$ cat src/rtl/ysyx_22050550_mul_ctrl_pkg.sv
// Shared definitions for the multiply controller: op encodings, FSM state
// encodings, multiplier signedness constants, the operand-cache entry layout
// and small decode helpers used by the controller and its cache.
package ysyx_22050550_mul_ctrl_pkg;

    typedef enum logic [2:0] {
        OP_MUL    = 3'd0,
        OP_MULH   = 3'd1,
        OP_MULHSU = 3'd2,
        OP_MULHU  = 3'd3,
        OP_MULW   = 3'd4
    } mul_op_e;

    typedef enum logic [2:0] {
        ST_IDLE  = 3'd0,
        ST_ISSUE = 3'd1,
        ST_WAIT  = 3'd2,
        ST_DONE  = 3'd3,
        ST_DRAIN = 3'd4
    } mul_state_e;

    localparam logic [1:0] SGN_SS = 2'b11;
    localparam logic [1:0] SGN_SU = 2'b10;
    localparam logic [1:0] SGN_UU = 2'b00;

    typedef struct packed {
        logic        valid;
        logic [63:0] rs1;
        logic [63:0] rs2;
        logic [1:0]  sgn;
        logic [63:0] res_h;
        logic [63:0] res_l;
    } cache_entry_t;

    // Encodings 5..7 are aliases of MUL.
    function automatic mul_op_e norm_op(input logic [2:0] op);
        mul_op_e r;
        case (op)
            3'd1:    r = OP_MULH;
            3'd2:    r = OP_MULHSU;
            3'd3:    r = OP_MULHU;
            3'd4:    r = OP_MULW;
            default: r = OP_MUL;
        endcase
        return r;
    endfunction

    function automatic logic [1:0] op_signed(input mul_op_e op);
        logic [1:0] r;
        case (op)
            OP_MULHSU: r = SGN_SU;
            OP_MULHU:  r = SGN_UU;
            default:   r = SGN_SS;
        endcase
        return r;
    endfunction

    function automatic logic [63:0] sel_result(input mul_op_e op,
                                               input logic [63:0] res_h,
                                               input logic [63:0] res_l);
        logic [63:0] r;
        case (op)
            OP_MUL:  r = res_l;
            OP_MULW: r = {{32{res_l[31]}}, res_l[31:0]};
            default: r = res_h;
        endcase
        return r;
    endfunction

endpackage

$ cat src/rtl/ysyx_22050550_mul_cache.sv
// Single-entry last-result cache for the multiply controller.
// Ports:
//   clock, reset          - clock and async active-low reset (clears valid)
//   lookup_*              - operands/signedness/op class of the incoming request
//   hit, hit_h, hit_l     - hit flag and stored 128-bit product halves
//   wr_*                  - write port, loaded from a completed unflushed op
module ysyx_22050550_mul_cache
    import ysyx_22050550_mul_ctrl_pkg::*;
#(
    parameter bit CACHE_EN = 1'b1
) (
    input  logic        clock,
    input  logic        reset,
    input  logic [63:0] lookup_rs1,
    input  logic [63:0] lookup_rs2,
    input  logic [1:0]  lookup_signed,
    input  logic        lookup_is_mul,
    input  logic        lookup_is_mulw,
    output logic        hit,
    output logic [63:0] hit_h,
    output logic [63:0] hit_l,
    input  logic        wr_en,
    input  logic [63:0] wr_rs1,
    input  logic [63:0] wr_rs2,
    input  logic [1:0]  wr_signed,
    input  logic [63:0] wr_h,
    input  logic [63:0] wr_l
);

    cache_entry_t entry_q, entry_d;

    always_comb begin
        entry_d = entry_q;
        if (CACHE_EN && wr_en) begin
            entry_d.valid = 1'b1;
            entry_d.rs1   = wr_rs1;
            entry_d.rs2   = wr_rs2;
            entry_d.sgn   = wr_signed;
            entry_d.res_h = wr_h;
            entry_d.res_l = wr_l;
        end
    end

    always_ff @(posedge clock or negedge reset) begin
        if (!reset) begin
            entry_q <= '0;
        end else begin
            entry_q <= entry_d;
        end
    end

    // The low product half does not depend on signedness, so MUL may reuse an
    // entry produced by any high-half op. MULW results are never stored, so
    // the entry is always from a non-MULW op.
    always_comb begin
        hit = CACHE_EN && entry_q.valid && !lookup_is_mulw &&
              (entry_q.rs1 == lookup_rs1) && (entry_q.rs2 == lookup_rs2) &&
              (lookup_is_mul || (entry_q.sgn == lookup_signed));
    end

    assign hit_h = entry_q.res_h;
    assign hit_l = entry_q.res_l;

endmodule

$ cat src/rtl/ysyx_22050550_mul_ctrl.sv
// Multiply controller: accepts MUL-family ops from the EXU, issues at most one
// op to an external multiplier, selects the result and hands it to writeback.
// A last-result cache short-circuits repeated operand pairs.
// Ports:
//   clock, reset                  - clock, async active-low reset
//   io_Exu_*                      - request handshake, op, operands, flush
//   io_Wb_*                       - result handshake to writeback
//   io_Mul_*                      - issue/result interface to the multiplier
//
// state    | meaning
// ---------+-----------------------------------------------------------
// IDLE     | ready for a request; hit -> DONE, miss -> ISSUE
// ISSUE    | MulValid driven, waiting for MulReady
// WAIT     | op accepted by multiplier, waiting for OutValid
// DONE     | result presented on Wb until OutReady
// DRAIN    | flushed op still in the multiplier; discard its result
module ysyx_22050550_mul_ctrl
    import ysyx_22050550_mul_ctrl_pkg::*;
#(
    parameter int CACHE_EN = 1
) (
    input  logic        clock,
    input  logic        reset,
    input  logic        io_Exu_Valid,
    output logic        io_Exu_Ready,
    input  logic [2:0]  io_Exu_Op,
    input  logic [63:0] io_Exu_Rs1,
    input  logic [63:0] io_Exu_Rs2,
    input  logic        io_Exu_Flush,
    output logic        io_Wb_OutValid,
    input  logic        io_Wb_OutReady,
    output logic [63:0] io_Wb_Result,
    output logic        io_Mul_MulValid,
    output logic        io_Mul_Mulw,
    output logic [1:0]  io_Mul_MulSigned,
    output logic [63:0] io_Mul_Multiplicand,
    output logic [63:0] io_Mul_Multiplier,
    input  logic        io_Mul_MulReady,
    input  logic        io_Mul_OutValid,
    input  logic [63:0] io_Mul_ResultH,
    input  logic [63:0] io_Mul_ResultL
);

    mul_state_e  state_q, state_d;
    mul_op_e     op_q, op_d;
    logic [63:0] rs1_q, rs1_d;
    logic [63:0] rs2_q, rs2_d;
    logic [63:0] result_q, result_d;

    mul_op_e     in_op;
    logic        accept;
    logic        cache_hit;
    logic [63:0] cache_h, cache_l;
    logic        cache_wr;

    assign in_op  = norm_op(io_Exu_Op);
    assign accept = io_Exu_Valid && (state_q == ST_IDLE) && !io_Exu_Flush;

    assign cache_wr = (state_q == ST_WAIT) && io_Mul_OutValid && !io_Exu_Flush &&
                      (op_q != OP_MULW);

    ysyx_22050550_mul_cache #(
        .CACHE_EN (CACHE_EN != 0)
    ) u_cache (
        .clock          (clock),
        .reset          (reset),
        .lookup_rs1     (io_Exu_Rs1),
        .lookup_rs2     (io_Exu_Rs2),
        .lookup_signed  (op_signed(in_op)),
        .lookup_is_mul  (in_op == OP_MUL),
        .lookup_is_mulw (in_op == OP_MULW),
        .hit            (cache_hit),
        .hit_h          (cache_h),
        .hit_l          (cache_l),
        .wr_en          (cache_wr),
        .wr_rs1         (rs1_q),
        .wr_rs2         (rs2_q),
        .wr_signed      (op_signed(op_q)),
        .wr_h           (io_Mul_ResultH),
        .wr_l           (io_Mul_ResultL)
    );

    always_comb begin
        state_d         = state_q;
        op_d            = op_q;
        rs1_d           = rs1_q;
        rs2_d           = rs2_q;
        result_d        = result_q;
        io_Exu_Ready    = 1'b0;
        io_Mul_MulValid = 1'b0;
        io_Wb_OutValid  = 1'b0;
        case (state_q)
            ST_IDLE: begin
                io_Exu_Ready = 1'b1;
                if (accept) begin
                    op_d  = in_op;
                    rs1_d = io_Exu_Rs1;
                    rs2_d = io_Exu_Rs2;
                    if (cache_hit) begin
                        result_d = sel_result(in_op, cache_h, cache_l);
                        state_d  = ST_DONE;
                    end else begin
                        state_d  = ST_ISSUE;
                    end
                end
            end
            ST_ISSUE: begin
                io_Mul_MulValid = 1'b1;
                if (io_Exu_Flush) begin
                    // Once the multiplier has taken the op its result must be drained.
                    state_d = io_Mul_MulReady ? ST_DRAIN : ST_IDLE;
                end else if (io_Mul_MulReady) begin
                    state_d = ST_WAIT;
                end
            end
            ST_WAIT: begin
                if (io_Mul_OutValid) begin
                    if (io_Exu_Flush) begin
                        state_d = ST_IDLE;
                    end else begin
                        result_d = sel_result(op_q, io_Mul_ResultH, io_Mul_ResultL);
                        state_d  = ST_DONE;
                    end
                end else if (io_Exu_Flush) begin
                    state_d = ST_DRAIN;
                end
            end
            ST_DONE: begin
                io_Wb_OutValid = 1'b1;
                if (io_Exu_Flush || io_Wb_OutReady) begin
                    state_d = ST_IDLE;
                end
            end
            ST_DRAIN: begin
                if (io_Mul_OutValid) begin
                    state_d = ST_IDLE;
                end
            end
            default: begin
                state_d = ST_IDLE;
            end
        endcase
    end

    always_ff @(posedge clock or negedge reset) begin
        if (!reset) begin
            state_q  <= ST_IDLE;
            op_q     <= OP_MUL;
            rs1_q    <= '0;
            rs2_q    <= '0;
            result_q <= '0;
        end else begin
            state_q  <= state_d;
            op_q     <= op_d;
            rs1_q    <= rs1_d;
            rs2_q    <= rs2_d;
            result_q <= result_d;
        end
    end

    // Multiplier-side operands and flags are qualified by MulValid so they
    // read as zero outside ISSUE, including during reset.
    assign io_Mul_MulSigned    = io_Mul_MulValid ? op_signed(op_q) : 2'b00;
    assign io_Mul_Mulw         = io_Mul_MulValid && (op_q == OP_MULW);
    assign io_Mul_Multiplicand = io_Mul_MulValid ? rs1_q : 64'd0;
    assign io_Mul_Multiplier   = io_Mul_MulValid ? rs2_q : 64'd0;
    assign io_Wb_Result        = result_q;

endmodule

$ cat config.mk
export PLATFORM = sky130hd
export DESIGN_NAME = ysyx_22050550_mul_ctrl
export DESIGN_NICKNAME = d
export VERILOG_FILES = /design/src/rtl/ysyx_22050550_mul_ctrl_pkg.sv /design/src/rtl/ysyx_22050550_mul_cache.sv /design/src/rtl/ysyx_22050550_mul_ctrl.sv
export SDC_FILE = /design/constraint.sdc
export NUM_CORES = 1
export LEC_CHECK = 0
export ABC_AREA = 1
export BUFFER_PORTS_ARGS = -buffer_cell sky130_fd_sc_hd__clkbuf_2
export CORE_MARGIN = 2
export CORE_UTILIZATION = 40
export CTS_CLUSTER_SIZE = 14
export DETAILED_ROUTE_END_ITERATION = 8
export SLEW_MARGIN = 20
export SYNTH_ARGS = -nofsm -noshare
export SYNTH_HDL_FRONTEND = slang
export SYNTH_SLANG_ARGS = --single-unit
$ cat constraint.sdc
create_clock -name clock -period 1.55 [get_ports clock]
set_input_delay 0.31 -clock clock [delete_from_list [all_inputs] [get_ports clock]]
set_output_delay 0.31 -clock clock [all_outputs]
set_load 0.05 [all_outputs]
Yosys cells after proc, flatten, opt, wreduce, memory -nomap -nowiden
Cells that the tools add are included.

operators by class
  equal/unequal tests = 26
  magnitude comparators = 0
  reductions and logical operators = 21
  divide/modulo/power cells = 0
  multiplexer cells = 27
  shift-type cells = 0
  bitwise operators = 0
  multiply operators = 0
  $add $sub $neg = 0

operators by type and width
  operator                                             number
  two-way mux 64 bit                                   6
  case mux 64 bit (2 select lines)                     3
  equality test 64 bit                                 2
  equality test 3 x 2 -> 1 bit, second input constant  8
  two-way mux 3 bit                                    8
  case mux 3 bit (5 select lines)                      1
  equality test 3 bit, second input constant           4
  != test 2 bit, second input constant                 6
  case mux 3 bit (4 select lines)                      1
  logical AND 1 bit                                    10
  AND reduction 5 bit                                  2
  logical NOT 3 bit                                    3
  != test 3 bit, second input constant                 3
  case mux 2 bit (2 select lines)                      2
  equality test 3 x 1 -> 1 bit, second input constant  2
  two-way mux 2 bit                                    3
  two-way mux 1 bit                                    3
  equality test 2 bit                                  1
  logical NOT 1 bit                                    2
  logical OR 1 bit                                     2
  AND reduction 2 bit                                  1
  nonzero test 2 bit                                   1

storage, ports and cells
  output and inout bits = 198
  memories kept = 0
  register bits = 457
  bits in read-only memories = 0
  latch bits = 0
  bits of input ports = 266
  RAM bits = 0

Logic depth before layout (Yosys ltp)
  depth after elaboration = 11
  mapped depth = 16
  depth with buffers taken out = 15

Modules after synthesis
From an unflattened synthesis, not the netlist that was laid out.

unflattened totals
  cells, all modules = 3425
  area total of the unflattened synthesis = 24143.2 µm²

modules (own cells, without submodules)
  module                   area an instance (µm²)  seq. area each (µm²)  cells each  instances
  ysyx_22050550_mul_cache  12778.5                 6481.2                1667        1
  ysyx_22050550_mul_ctrl   11364.6                 4954.8                1758        1

Least setup slack after synthesis
Ideal clock, no wire load.

  path kind = register to output
  start point = register state_q[1]
  end point = output io_Mul_Multiplicand[36]
  required time = 1.240 ns
  cell stages (with the launch flop) = 6
  arrival time = 3.013 ns
  path slack = -1.773 ns
  cell sequence = dfrtp_1 -> nor3_1 -> inv_2 -> clkbuf_1 -> clkbuf_1 -> nor2_1

on the way
  cells in the longest elaborated chain, start to end = 3

ends and longest elaborated chain
  item                          line                           RTL
  start, declared               ysyx_22050550_mul_ctrl.sv:44   mul_state_e state_q, state_d;
  start signal, assigned        ysyx_22050550_mul_ctrl.sv:153  state_q <= state_d;
  equality test 3 x 1 -> 1 bit  ysyx_22050550_mul_ctrl.sv:92   case (state_q)
  two-way mux 1 bit             ysyx_22050550_mul_ctrl.sv:92
  net io_Mul_MulValid           ysyx_22050550_mul_ctrl.sv:33   output logic io_Mul_MulValid,
  two-way mux 64 bit            ysyx_22050550_mul_ctrl.sv:165  assign io_Mul_Multiplicand = io_Mul_MulValid ? rs1_q : 64'd0;
  end, declared                 ysyx_22050550_mul_ctrl.sv:36   output logic [63:0] io_Mul_Multiplicand,

The timed path passes the listed nets, and every way through them passes these cells.

Worst setup path after layout
  start point = register state_q[0]
  end point = output io_Mul_Multiplier[34]

on the way
  cells in the longest elaborated chain, start to end = 3

ends and longest elaborated chain
  item                          line                           RTL
  equality test 3 x 1 -> 1 bit  ysyx_22050550_mul_ctrl.sv:92
  two-way mux 1 bit             ysyx_22050550_mul_ctrl.sv:92
  two-way mux 64 bit            ysyx_22050550_mul_ctrl.sv:166  assign io_Mul_Multiplier = io_Mul_MulValid ? rs2_q : 64'd0;
  end, declared                 ysyx_22050550_mul_ctrl.sv:37   output logic [63:0] io_Mul_Multiplier,

Every way passes these cells.

==> flow_summary_export.csv <==
group,metric,value,unit
status,outcome,"complete, but fails checks",
status,violations,"setup timing",
sta,rsz0062_at_grt,"true",
synthesis,synth-seq-cells,457,
synthesis,synth_edf_count,0,
clocking,clk_pin_slew_worst_paths,60,ps
clocking,clk_latency,610,ps
worst_setup_path,critical_path_arrival,2220,ps
power,power-per-cell-area,2070,mW/mm²
sta,post-route-min-period,2530,ps
die,initial_core_util,0.403,
routing,drc,0,
synthesis,synthArstFlopShare,1.00,
synthesis,synth_fp_nets,3161,
routing,postRouteAntennaNets,0,
sta,tightest_slew,632,ps
synthesis,synth_top_area_cell,"dfrtp_1",
sta,maxSlewViolCount,0,
global_routing,grt_pass1_wl,128000,µm
min_path,hold_path.class,"primary input to register",
sta,tns,-318060,ps
die,die_w,239,µm
global_routing,antenna_found_initial,13,
synthesis,ys.flop_type,"dfrtp_1",
min_path,worstHoldEndpoint,"rs2_q[1]$_DFFE_PN0P_",
die,die-area,0.0573,mm²
sta,max_slew_margin,0.579,
layout,regArea,0.0114,mm²
power,p_leak,17.8,nW
min_path,worstHoldStart,"io_Exu_Rs2[1]",
die,io-pin-count,464,
clocking,cts_buffers,51,
synthesis,yosysTopAreaCellShare,0.516,
synthesis,syn_avg_cell_area,7.66,µm²
synthesis,mappedNetlistArea,0.0222,mm²
clocking,clock_path_buffers,3,
worst_setup_path,cp-end-kind,"output pin",
worst_setup_path,reg2reg_depth,16,
place,place.gp.congestion,0.903,
sta,finalHoldViolCount,0,
flow_run,max-cap-violations,0,
routing,first_pass_iters,6,
sta,setup_viol,652,
sta,fin_crit_sh,1.63,
synthesis,synth_common_cells,"863 x nand2_1, 457 x dfrtp_1, 407 x o21ai_0",
worst_setup_path,critPathRequiredTime,1240,ps
synthesis,netlist_instances,2895,
die,rows,86,
layout,final_net_count,4015,
power,vdd_drop_max,1.45,mV
min_path,hold_depth,4,
layout,multi_input_area,0.00982,mm²
sta,clock_skew,26.2,ps
sta,fmax,0.395,GHz
layout,fillers,4458,
routing,via_count,23302,
place,dp.cells,4173,
clocking,cts_tree,"yes",
power,power,73.3,mW
worst_setup_path,cp-start-kind,"register",
routing,vias_per_cell,5.13,
clocking,cts_num_sinks,457,
worst_setup_path,r2r-end,"io_Wb_Result[24]$_DFFE_PN0P_",
layout,fin_util,0.644,
worst_setup_path,rr_startpoint,"state_q[1]$_DFFE_PN0P_",
place,place_hpwl,55100,µm
synthesis,ys_seq_area_frac,0.516,
routing,drt_iter0_drc,2173,
global_routing,grt_use_total,0.289,
routing,wl_per_cell,19.2,µm
global_routing,grt_pass1_vias,22465,
global_routing,grt_max_degree,89,
synthesis,synth_most_common_cell,"nand2_1",
sta,setup_slack,-981,ps
synthesis,yosys-top-cells-area,"dfrtp_1 52%, nand2_1 15%, o21ai_0 9.2%",
die,core,0.0550,mm²
die,fp.dieH,239,µm
clocking,clockRootBuffer,"clkbuf_16",
layout,fin_cells,4544,
place,port-buffer-count,463,
layout,syn2layout_area_growth,59.5,%
worst_setup_path,cp_max_fo,7,
worst_setup_path,critPathKind,"register to output pin",
layout,drive_above_1_share,0.297,
global_routing,overflow,0,
worst_setup_path,r2r_setup_slack,-880,ps
synthesis,yosysUniqueCellTypes,37,
clocking,htreeDepth,2,
synthesis,ys.warnings.count,0,
routing,routed_wl,87400,µm
## through the flow
step	cell area (µm²)	setup WS (ps)	hold WS, ps
2_1_floorplan	23400	-965	14.4
3_3_place_gp	29200	-899	163
3_5_place_dp	29200	-867	168
4_1_cts	34100	-1040	5.78
5_1_grt	35400	-1080	39.1
6_report	35400	-981	51.6
## worst max path at each step
stage | start | cells after the start | to
6_report | state_q[0]$_DFFE_PN0P_ | 8 | io_Mul_Multiplier[34]
5_1_grt | state_q[0]$_DFFE_PN0P_ | 8 | io_Mul_Multiplicand[35]
4_1_cts | state_q[1]$_DFFE_PN0P_ | 7 | io_Mul_Multiplier[34]
3_5_place_dp | io_Exu_Rs2[12] | 14 | io_Wb_Result[16]$_DFFE_PN0P_
3_3_place_gp | io_Exu_Rs2[12] | 14 | io_Wb_Result[45]$_DFFE_PN0P_
2_1_floorplan | state_q[0]$_DFFE_PN0P_ | 6 | io_Mul_Multiplicand[49]
## logic make-up (layout without fill, tap and decap cells)
logic type	Yosys count	count (layout)	synth area share
multiplexers	1	1	0.000451
flip-flops	457	457	0.516
AO/OA/AOI/OAI	569	569	0.139
AND/OR/NAND/NOR	1268	1268	0.223
XOR/XNOR	40	40	0.0158
other	0	8	0
buffers and inverters	560	1453	0.106
## sequential cells by signal, summed over array words and instances, names as in the netlist
name,count
state_q,3
op_q,3
u_cache.entry_q,131
u_cache.hit_l,64
rs2_q,64
rs1_q,64
u_cache.hit_h,64
io_Wb_Result,64
## cell type report
class                      count  area share
antenna                        8    0.000566
timing repair inverter         4     0.00138
inverter                     396      0.0438
clock inverter                14     0.00318
sequential                   457       0.323
tap                          748      0.0264
timing repair buffer         961       0.280
clock buffer                  78      0.0441
multi-input combinational   1878       0.278
## cells in the final DEF, fill, tap and decap left out, drive strengths merged
| master | count |
|---|---|
| nand2 | 867 |
| xnor2 | 28 |
| a21oi | 52 |
| dlygate4sd3 | 199 |
| clkinv | 13 |
| o21bai | 1 |
| or2 | 4 |
| a21o | 1 |
| clkbuf | 435 |
| mux2i | 1 |
| a221oi | 33 |
| nor2 | 304 |
| nand3b | 1 |
| o31ai | 1 |
| o2111ai | 2 |
| xor2 | 12 |
| a22oi | 1 |
| o21ai | 408 |
| o22ai | 69 |
| bufinv | 2 |
| diode | 8 |
| nand4 | 15 |
| nor3 | 5 |
| buf | 405 |
| dfrtp | 457 |
| a31oi | 1 |
| inv | 398 |
| nand3 | 72 |
| clkinvlp | 1 |
## worst max-delay path, cell delays in order, from the launching register on
cell       delay, ps
dfrtp_1          360
buf_6            110
inv_4             30
nor3_4           270
bufinv_16        250
buf_16           160
buf_12           150
nor2_4           120
buf_12           150
## where the power goes
group / total (mW) / switching [mW] / internal [mW]
registers: 20.2 / 3.19 / 17.0
clock network: 12.3 / 5.20 / 7.07
logic: 40.8 / 24.6 / 16.2
total: 73.3 / 33.0 / 40.2
## repair_timing
item / 4_1_cts / 5_1_grt
gates cloned: 16 / 21
resized for setup: 210 / 199
pin swaps: 22 / 47
setup endpoints to repair: 653 / 655
hold buffers: 199 / 0
setup buffers: 23 / 25
endpoints found under the hold margin: 385 / 0
## routing by layer
metal	share of wire	track usage
met5	0.00092	0
met4	0.042	0.116
met3	0.091	0.0697
met2	0.46	0.454
met1	0.40	0.384
(Power assumes the default switching activity.)
